File: src/rtl/bus_arbiter.sv
// bus_arbiter: three-master fixed-priority arbiter for a shared 16-bit address / 8-bit data bus.
// Priority VGA (bit0) > UART (bit1) > CPU (bit2); no preemption; one TURN cycle between owners.
// The owner's o_cs/o_we/o_addr/o_dat are muxed combinationally onto the bus while in OWN.
// Optional feature macro: ARB_TIMEOUT_EN adds a wait-state watchdog that force-acks and
// releases the bus after TIMEOUT_CYCLES wait cycles; without it o_timeout is tied to 0.
module bus_arbiter #(
    parameter int unsigned TIMEOUT_CYCLES = 255
) (
    input  logic        i_clk,
    input  logic        i_reset,
    input  logic [2:0]  i_cs,
    input  logic [2:0]  i_we,
    input  logic [47:0] i_addr,
    input  logic [23:0] i_dat,
    input  logic        i_ack,
    output logic [2:0]  o_ack,
    output logic [2:0]  o_grant,
    output logic        o_cs,
    output logic        o_we,
    output logic [15:0] o_addr,
    output logic [7:0]  o_dat,
    output logic        o_timeout
);

    typedef enum logic [1:0] {
        ST_IDLE = 2'd0,
        ST_OWN  = 2'd1,
        ST_TURN = 2'd2
    } state_t;

    state_t      state_q, state_d;
    logic [2:0]  grant_q, grant_d;
    logic [1:0]  owner_s;
    logic        own_s;
    logic        sel_cs_s;
    logic        sel_we_s;
    logic [15:0] sel_addr_s;
    logic [7:0]  sel_dat_s;
    logic        timeout_s;
    logic        ack_bit_s;

    assign own_s = (state_q == ST_OWN);

    // Decode the one-hot grant into the owner's index.
    always_comb begin
        owner_s = 2'd0;
        case (grant_q)
            3'b001:  owner_s = 2'd0;
            3'b010:  owner_s = 2'd1;
            3'b100:  owner_s = 2'd2;
            default: owner_s = 2'd0;
        endcase
    end

    // Select the owner's request fields from the packed per-master inputs.
    always_comb begin
        sel_cs_s   = 1'b0;
        sel_we_s   = 1'b0;
        sel_addr_s = 16'h0000;
        sel_dat_s  = 8'h00;
        case (owner_s)
            2'd0: begin
                sel_cs_s   = i_cs[0];
                sel_we_s   = i_we[0];
                sel_addr_s = i_addr[15:0];
                sel_dat_s  = i_dat[7:0];
            end
            2'd1: begin
                sel_cs_s   = i_cs[1];
                sel_we_s   = i_we[1];
                sel_addr_s = i_addr[31:16];
                sel_dat_s  = i_dat[15:8];
            end
            2'd2: begin
                sel_cs_s   = i_cs[2];
                sel_we_s   = i_we[2];
                sel_addr_s = i_addr[47:32];
                sel_dat_s  = i_dat[23:16];
            end
            default: begin
                sel_cs_s   = 1'b0;
                sel_we_s   = 1'b0;
                sel_addr_s = 16'h0000;
                sel_dat_s  = 8'h00;
            end
        endcase
    end

`ifdef ARB_TIMEOUT_EN
    localparam logic [15:0] TIMEOUT_W = 16'(TIMEOUT_CYCLES);
    logic [15:0] wait_q, wait_d;

    assign timeout_s = own_s && (wait_q == TIMEOUT_W);

    // Wait counter: zero outside OWN (so it is clear on entry), cleared by a slave ack.
    always_comb begin
        wait_d = 16'h0000;
        if (own_s) begin
            if (i_ack) begin
                wait_d = 16'h0000;
            end else begin
                wait_d = wait_q + 16'd1;
            end
        end else begin
            wait_d = 16'h0000;
        end
    end

    // Wait counter register.
    always_ff @(posedge i_clk or posedge i_reset) begin
        if (i_reset) begin
            wait_q <= 16'h0000;
        end else begin
            wait_q <= wait_d;
        end
    end
`else
    assign timeout_s = 1'b0;
`endif

    // Next-state and grant logic: fixed priority in IDLE, hold until owner drops, one TURN cycle.
    always_comb begin
        state_d = state_q;
        grant_d = grant_q;
        case (state_q)
            ST_IDLE: begin
                if (i_cs != 3'b000) begin
                    state_d = ST_OWN;
                    if (i_cs[0]) begin
                        grant_d = 3'b001;
                    end else if (i_cs[1]) begin
                        grant_d = 3'b010;
                    end else begin
                        grant_d = 3'b100;
                    end
                end else begin
                    state_d = ST_IDLE;
                    grant_d = 3'b000;
                end
            end
            ST_OWN: begin
                if (timeout_s || !sel_cs_s) begin
                    state_d = ST_TURN;
                    grant_d = 3'b000;
                end else begin
                    state_d = ST_OWN;
                    grant_d = grant_q;
                end
            end
            ST_TURN: begin
                state_d = ST_IDLE;
                grant_d = 3'b000;
            end
            default: begin
                state_d = ST_IDLE;
                grant_d = 3'b000;
            end
        endcase
    end

    // State and grant registers.
    always_ff @(posedge i_clk or posedge i_reset) begin
        if (i_reset) begin
            state_q <= ST_IDLE;
            grant_q <= 3'b000;
        end else begin
            state_q <= state_d;
            grant_q <= grant_d;
        end
    end

    // A forced termination acks the owner even without a slave ack.
    assign ack_bit_s = own_s & ((i_ack & sel_cs_s) | timeout_s);

    assign o_grant   = grant_q;
    assign o_ack     = grant_q & {3{ack_bit_s}};
    assign o_cs      = own_s & sel_cs_s;
    assign o_we      = own_s & sel_we_s;
    assign o_addr    = own_s ? sel_addr_s : 16'h0000;
    assign o_dat     = own_s ? sel_dat_s : 8'h00;
    assign o_timeout = timeout_s;

endmodule

File: config.mk
export PLATFORM = sky130hd
export DESIGN_NAME = bus_arbiter
export DESIGN_NICKNAME = d
export VERILOG_FILES = /design/src/rtl/bus_arbiter.sv
export SDC_FILE = /design/constraint.sdc
export NUM_CORES = 1
export LEC_CHECK = 0
export CAP_MARGIN = 20
export CORE_ASPECT_RATIO = 0.75
export CORE_MARGIN = 5
export CORE_UTILIZATION = 40
export CTS_BUF_LIST = sky130_fd_sc_hd__clkbuf_8
export DETAILED_ROUTE_END_ITERATION = 8
export DONT_BUFFER_PORTS = 1
export PLACE_DENSITY = 0.61
export SLEW_MARGIN = 40
export SYNTH_ARGS = -nofsm -noshare
export SYNTH_HDL_FRONTEND = slang
export SYNTH_SLANG_ARGS = --single-unit
File: constraint.sdc
create_clock -name i_clk -period 1.45 [get_ports i_clk]
set_input_delay 0.2175 -clock i_clk [delete_from_list [all_inputs] [get_ports i_clk]]
set_output_delay 0.2175 -clock i_clk [all_outputs]
set_load 0.005 [all_outputs]
### After elaboration in Yosys (flattened, before gate mapping)

Cells that the tools add are included.

| word-level totals | value |
|---|---|
| bits of input ports | 81 |
| register bits after elaboration | 5 |

| operators by class | value |
|---|---|
| multiplexer cells | 15 |
| bitwise gates (word level) | 5 |
| eq/ne operators | 6 |
| reductions and logical operators | 3 |

Operators by type and width:

| kind | number |
|---|---|
| one-hot mux 16 bit (3 select lines) | 1 |
| one-hot mux 8 bit (3 select lines) | 1 |
| 2-to-1 mux 16 bit | 1 |
| 2-to-1 mux 3 bit | 4 |
| 2-to-1 mux 8 bit | 1 |
| one-hot mux 2 bit (2 select lines) | 2 |
| one-hot mux 1 bit (3 select lines) | 2 |
| one-hot mux 3 bit (2 select lines) | 1 |
| bitwise AND 1 bit | 4 |
| == test 2 x 1 -> 1 bit (second input constant) | 2 |
| logical NOT 2 bit | 2 |
| bitwise AND 3 bit | 1 |
| == test 3 x 2 -> 1 bit (second input constant) | 1 |
| == test 3 bit (second input constant) | 1 |
| nonzero test 3 bit | 1 |
| == test 2 bit (second input constant) | 1 |
| 2-to-1 mux 2 bit | 1 |
| != test 2 bit (second input constant) | 1 |
| 2-to-1 mux 1 bit | 1 |

### Depth between registers and ports, before layout

| logic depth | value |
|---|---|
| depth in word-level cells | 7 |
| depth in mapped cells | 5 |
| gate-level depth less buffers | 3 |

### Least setup slack after synthesis

Ideal clock, no wire load.

| path | value |
|---|---|
| path kind | flip-flop to output port |
| from | reg grant_q[1] (netlist: o_grant[1]) |
| to | out o_addr[10] |
| arrival | 1.292 ns |
| path slack | -0.060 ns |
| cell stages (with the launch flop) | 6 |
| required time | 1.233 ns |
| path buffers | 2 |
| cells stage by stage | dfrtp_1 > buf_6 > nor3b_4 > buf_6 > a22oi_1 > a21oi_1 |

| on the way | value |
|---|---|
| cells in the longest elaborated chain, start to end | 5 |
| elaborated cells on any way between the ends | 8 |
| classes of those cells | 4 x eq/ne; 3 x mux; 1 x reduce/logical |

RTL lines:

| item | line | text |
|---|---|---|
| from (decl) | 32 | `logic [2:0] grant_q, grant_d;` |
| from (signal assigned) | 168 | `grant_q <= grant_d;` |
| == test 3 bit or == test 3 x 2 -> 1 bit (tied branches) | 47 | `case (grant_q)` |
| one-hot mux 2 bit (2 select lines) * | 47 |  |
| == test 2 bit, or another cell as far along | 61 | `case (owner_s)` |
| one-hot mux 16 bit (3 select lines) * | 61 |  |
| 2-to-1 mux 16 bit * | 179 | `assign o_addr = own_s ? sel_addr_s : 16'h0000;` |
| to (decl) | 20 | `output logic [15:0] o_addr,` |

Every way passes the cells marked *; elsewhere a longest branch is shown, timed or not.

### Worst setup path in the final report

| path | value |
|---|---|
| from | reg grant_q[1] (netlist: o_grant[1]) |
| to | out o_we |

| on the way | value |
|---|---|
| cells in the longest elaborated chain, start to end | 5 |
| elaborated cells on any way between the ends | 8 |
| classes of those cells | 4 x eq/ne; 2 x mux; 1 x bitwise; 1 x reduce/logical |

RTL lines:

| item | line | text |
|---|---|---|
| == test 3 bit or == test 3 x 2 -> 1 bit (tied branches) | 47 |  |
| one-hot mux 2 bit (2 select lines) * | 47 |  |
| == test 2 bit, or another cell as far along | 61 |  |
| one-hot mux 1 bit (3 select lines) * | 61 |  |
| bitwise AND 1 bit * | 178 | `assign o_we = own_s & sel_we_s;` |
| to (decl) | 19 | `output logic o_we,` |

Marks and branches as above.

==> results.toml <==
[status]
violations = "negative setup slack"
status = "finished, violations left"

[clock_tree]
cts.reportedPaths.clkPinSlew_ns = 0.03
clock_path_buffers = 2
htree_levels = 1
clk-insertion-delay-late_ns = 0.22
cts_sinks = 5
cts_buffers = 3
cts_tree = "yes"
cts_root_buffer = "clkbuf_8"

[logic_synthesis]
synth_top_family_by_area = "compound AO/OA/AOI/OAI gates"
yosysWarnings = 0
synth_cell_types = 37
yosys.area_share.simple_pct = 29.6
syn_inst = 139
synth_compound_area_share_pct = 43.2
syn_nets = 220
yosys-mux-area-fraction_pct = 0
yosysSeqAreaShare_pct = 12.1
synth_seq_cells = 5
syn_area_per_cell_um2 = 7.43
synthAdderAreaFrac_pct = 0
syn_area_mm2 = 0.00103
synth_xor_area_share_pct = 0

[global_route]
grt_use_total_pct = 19.6
grt_first_pass_wirelength_mm = 5.34
gr-total-overflow = 0
grt_max_degree = 31
grt_pass1_vias = 1104
grt_antenna_before_repair = 0

[worst_hold_path]
min-delay-start = "i_cs[1]"
whs_path_depth = 2
hp-class = "in -> reg"
min_to = "o_grant[1]"

[die]
ios = 114
floorplan.initialDensity_pct = 40.6
die-height_um = 54.0
rows = 16
core_area_mm2 = 0.00254
dieArea_mm2 = 0.00371
die_w_um = 68.7

[place]
numPortBuffers = 0
gp_congestion = 0.889
dp.cells = 176
hpwl_mm = 2.94

[timing]
hold_violations = 0
layout_min_cycle_time_ns = 1.73
hold-worst-slack_ns = 0.168
period_share_pct = 119
worst_slack_ns = -0.281
max_freq_ghz = 0.578
tns_ns = -7.62
clock_skew_ns = 0.000322
slew_viol_final = 0
grt_setup_unrepaired = "true"
setup_viol = 31

[route]
antenna_left = 0
first_pass_iters = 4
finalWirelength_mm = 4.22
via_per_inst = 6.73
drc = 0
drt_iter0_markers = 25
wl_per_cell_um = 22.0
num_vias = 1292

[layout]
syn2layout_area_growth_pct = 46.1
final_cells = 192
antenna_cells = 0
fin_nets = 238
final_layout_size_suffix_gt1_share_pct = 54.5
fill_cells = 238

[critical_path]
critPathCaptureType = "output port"
reg2reg_slack_ns = -0.06
reg2regPathDepth = 5
cp.arrival_ns = 1.51
cp_max_fo = 7
reg2reg_to = "state_q[0]"
r2r-start = "o_grant[1]"
crit_required_ns = 1.23
start_kind = "flip-flop"
crit_type = "reg -> out"

[power_and_ir_drop]
p_leak_nw = 0.527
power.density_mw_per_mm2 = 1710
ir_drop_uv = 876

[run]
cap_violations = 0
==> how the worst max path moves through the flow <==
stage,startpoint,endpoint,slack [ns],cells past startpoint
floorplan,o_grant[0],o_addr[10],-0.04,5
global placement,o_grant[1],o_ack[0],-0.03,5
detailed placement,o_grant[1],o_addr[15],-0.08,5
CTS,o_grant[1],o_ack[2],-0.29,5
global route,o_grant[2],o_dat[3],-0.34,6
finish,o_grant[1],o_we,-0.28,6
==> logic make-up after synthesis <==
family                 count (synthesis)
AO/OA/AOI/OAI                         63
buffers and inverters                 21
flip-flops                             5
other                                  1
AND/OR/NAND/NOR                       49
==> final cells by class <==
class / instances / area (um2) / share of cell area [%]
clock buffer: 3 / 41.3 / 2.74
clock inverter: 1 / 3.75 / 0.249
inverter: 3 / 11.3 / 0.747
multi-input combinational: 113 / 938 / 62.2
sequential: 5 / 129 / 8.55
tap: 36 / 45.0 / 2.99
timing repair buffer: 31 / 339 / 22.5
==> flip-flops by register name, indices dropped and copies added, names as in the netlist <==
register	flops
o_grant	3
state_q	2
==> report_power, final <==
| part | total, W | leakage [nW] | switching [W] | internal, W |
|---|---|---|---|---|
| logic | 0.00204 | 0.440 | 0.00112 | 0.000928 |
| registers | 0.000286 | 0.0602 | 0.0000878 | 0.000198 |
| clock network | 0.000251 | 0.0269 | 0.0000698 | 0.000182 |
| total | 0.00258 | 0.527 | 0.00127 | 0.00131 |
==> what timing repair did <==
action	CTS	global route
endpoints found under the setup margin	31	31
gates cloned	0	4
setup buffers	1	6
pin swaps	2	11
gates resized for setup	9	49
hold buffers	1	0
endpoints found under the hold margin	5	0
==> cell usage in the layout (no fill, tap or decap), drive strengths merged <==
cell | netlist | layout
buf | 15 | 30
a21oi | 27 | 27
nand3 | 25 | 25
a22oi | 25 | 25
nand2 | 5 | 5
dfrtp | 5 | 5
inv | 3 | 4
nor4 | 4 | 4
nor3b | 3 | 3
clkbuf | 3 | 3
o21a | 2 | 2
or3b | 2 | 2
nand2b | 1 | 1
nor4b | 1 | 1
a31o | 1 | 1
and2b | 1 | 1
o32ai | 1 | 1
nor3 | 1 | 1
o211ai | 1 | 1
nor2 | 1 | 1
nand3b | 1 | 1
or3 | 1 | 1
o21bai | 1 | 1
o2111ai | 1 | 1
and2 | 1 | 1
o21ai | 1 | 1
nand4bb | 1 | 1
o311a | 1 | 1
a311oi | 1 | 1
and3b | 1 | 1
a211oi | 1 | 1
conb | 1 | 1
dlygate4sd3 | 0 | 1
==> synthesized netlist by cell type, drive strengths merged <==
library cell  number  area [um2]
o21bai             1        7.51
and2b              1        8.76
a31o               1        8.76
or3                1        6.26
nor4b              1        8.76
o311a              1        11.3
nand3b             1        7.51
a311oi             1        8.76
conb               1        3.75
nand4bb            1        11.3
nand2b             1        6.26
o2111ai            1        8.76
and3b              1        8.76
or3b               2        17.5
o211ai             1        7.51
o21ai              1        5.00
inv                3        11.3
nor3b              3        45.1
buf               15         130
clkbuf             3        11.3
and2               1        7.51
nand3             25         125
a211oi             1        7.51
nand2              5        18.8
dfrtp              5         125
nor3               1        5.00
nor2               1        3.75
nor4               4        25.0
a22oi             25         203
a21oi             27         146
o32ai              1        16.3
o21a               2        15.0
==> critical path, cell delays in order (launching register included) <==
cell     delay [ns]
dfrtp_2        0.43
buf_6          0.13
nor3b_4        0.19
buf_6          0.15
buf_6          0.14
a22oi_1        0.10
a21oi_2        0.16
==> metal layers <==
metal | up-vias | share of wire [%] | GRT usage (%)
met5 | - | 0 | 0
met4 | 0 | 2.2 | 9.24
met3 | 8 | 10 | 6.26
met2 | 78 | 50 | 30.9
met1 | 624 | 38 | 24.1
li1 | 582 | - | -
==> metrics by stage <==
step / util (%) / setup WS, ns / area (um2) / power, W
floorplan: - / -0.0448 / 1050 / 0.00141
global placement: 45.2 / -0.0270 / 1150 / 0.00177
detailed placement: 45.2 / -0.0771 / 1150 / 0.00184
CTS: 49.5 / -0.294 / 1260 / 0.00219
global route: 59.3 / -0.343 / 1510 / 0.00278
finish: 59.3 / -0.281 / 1510 / 0.00258
No activity file was read; power rests on OpenSTA's default activity.
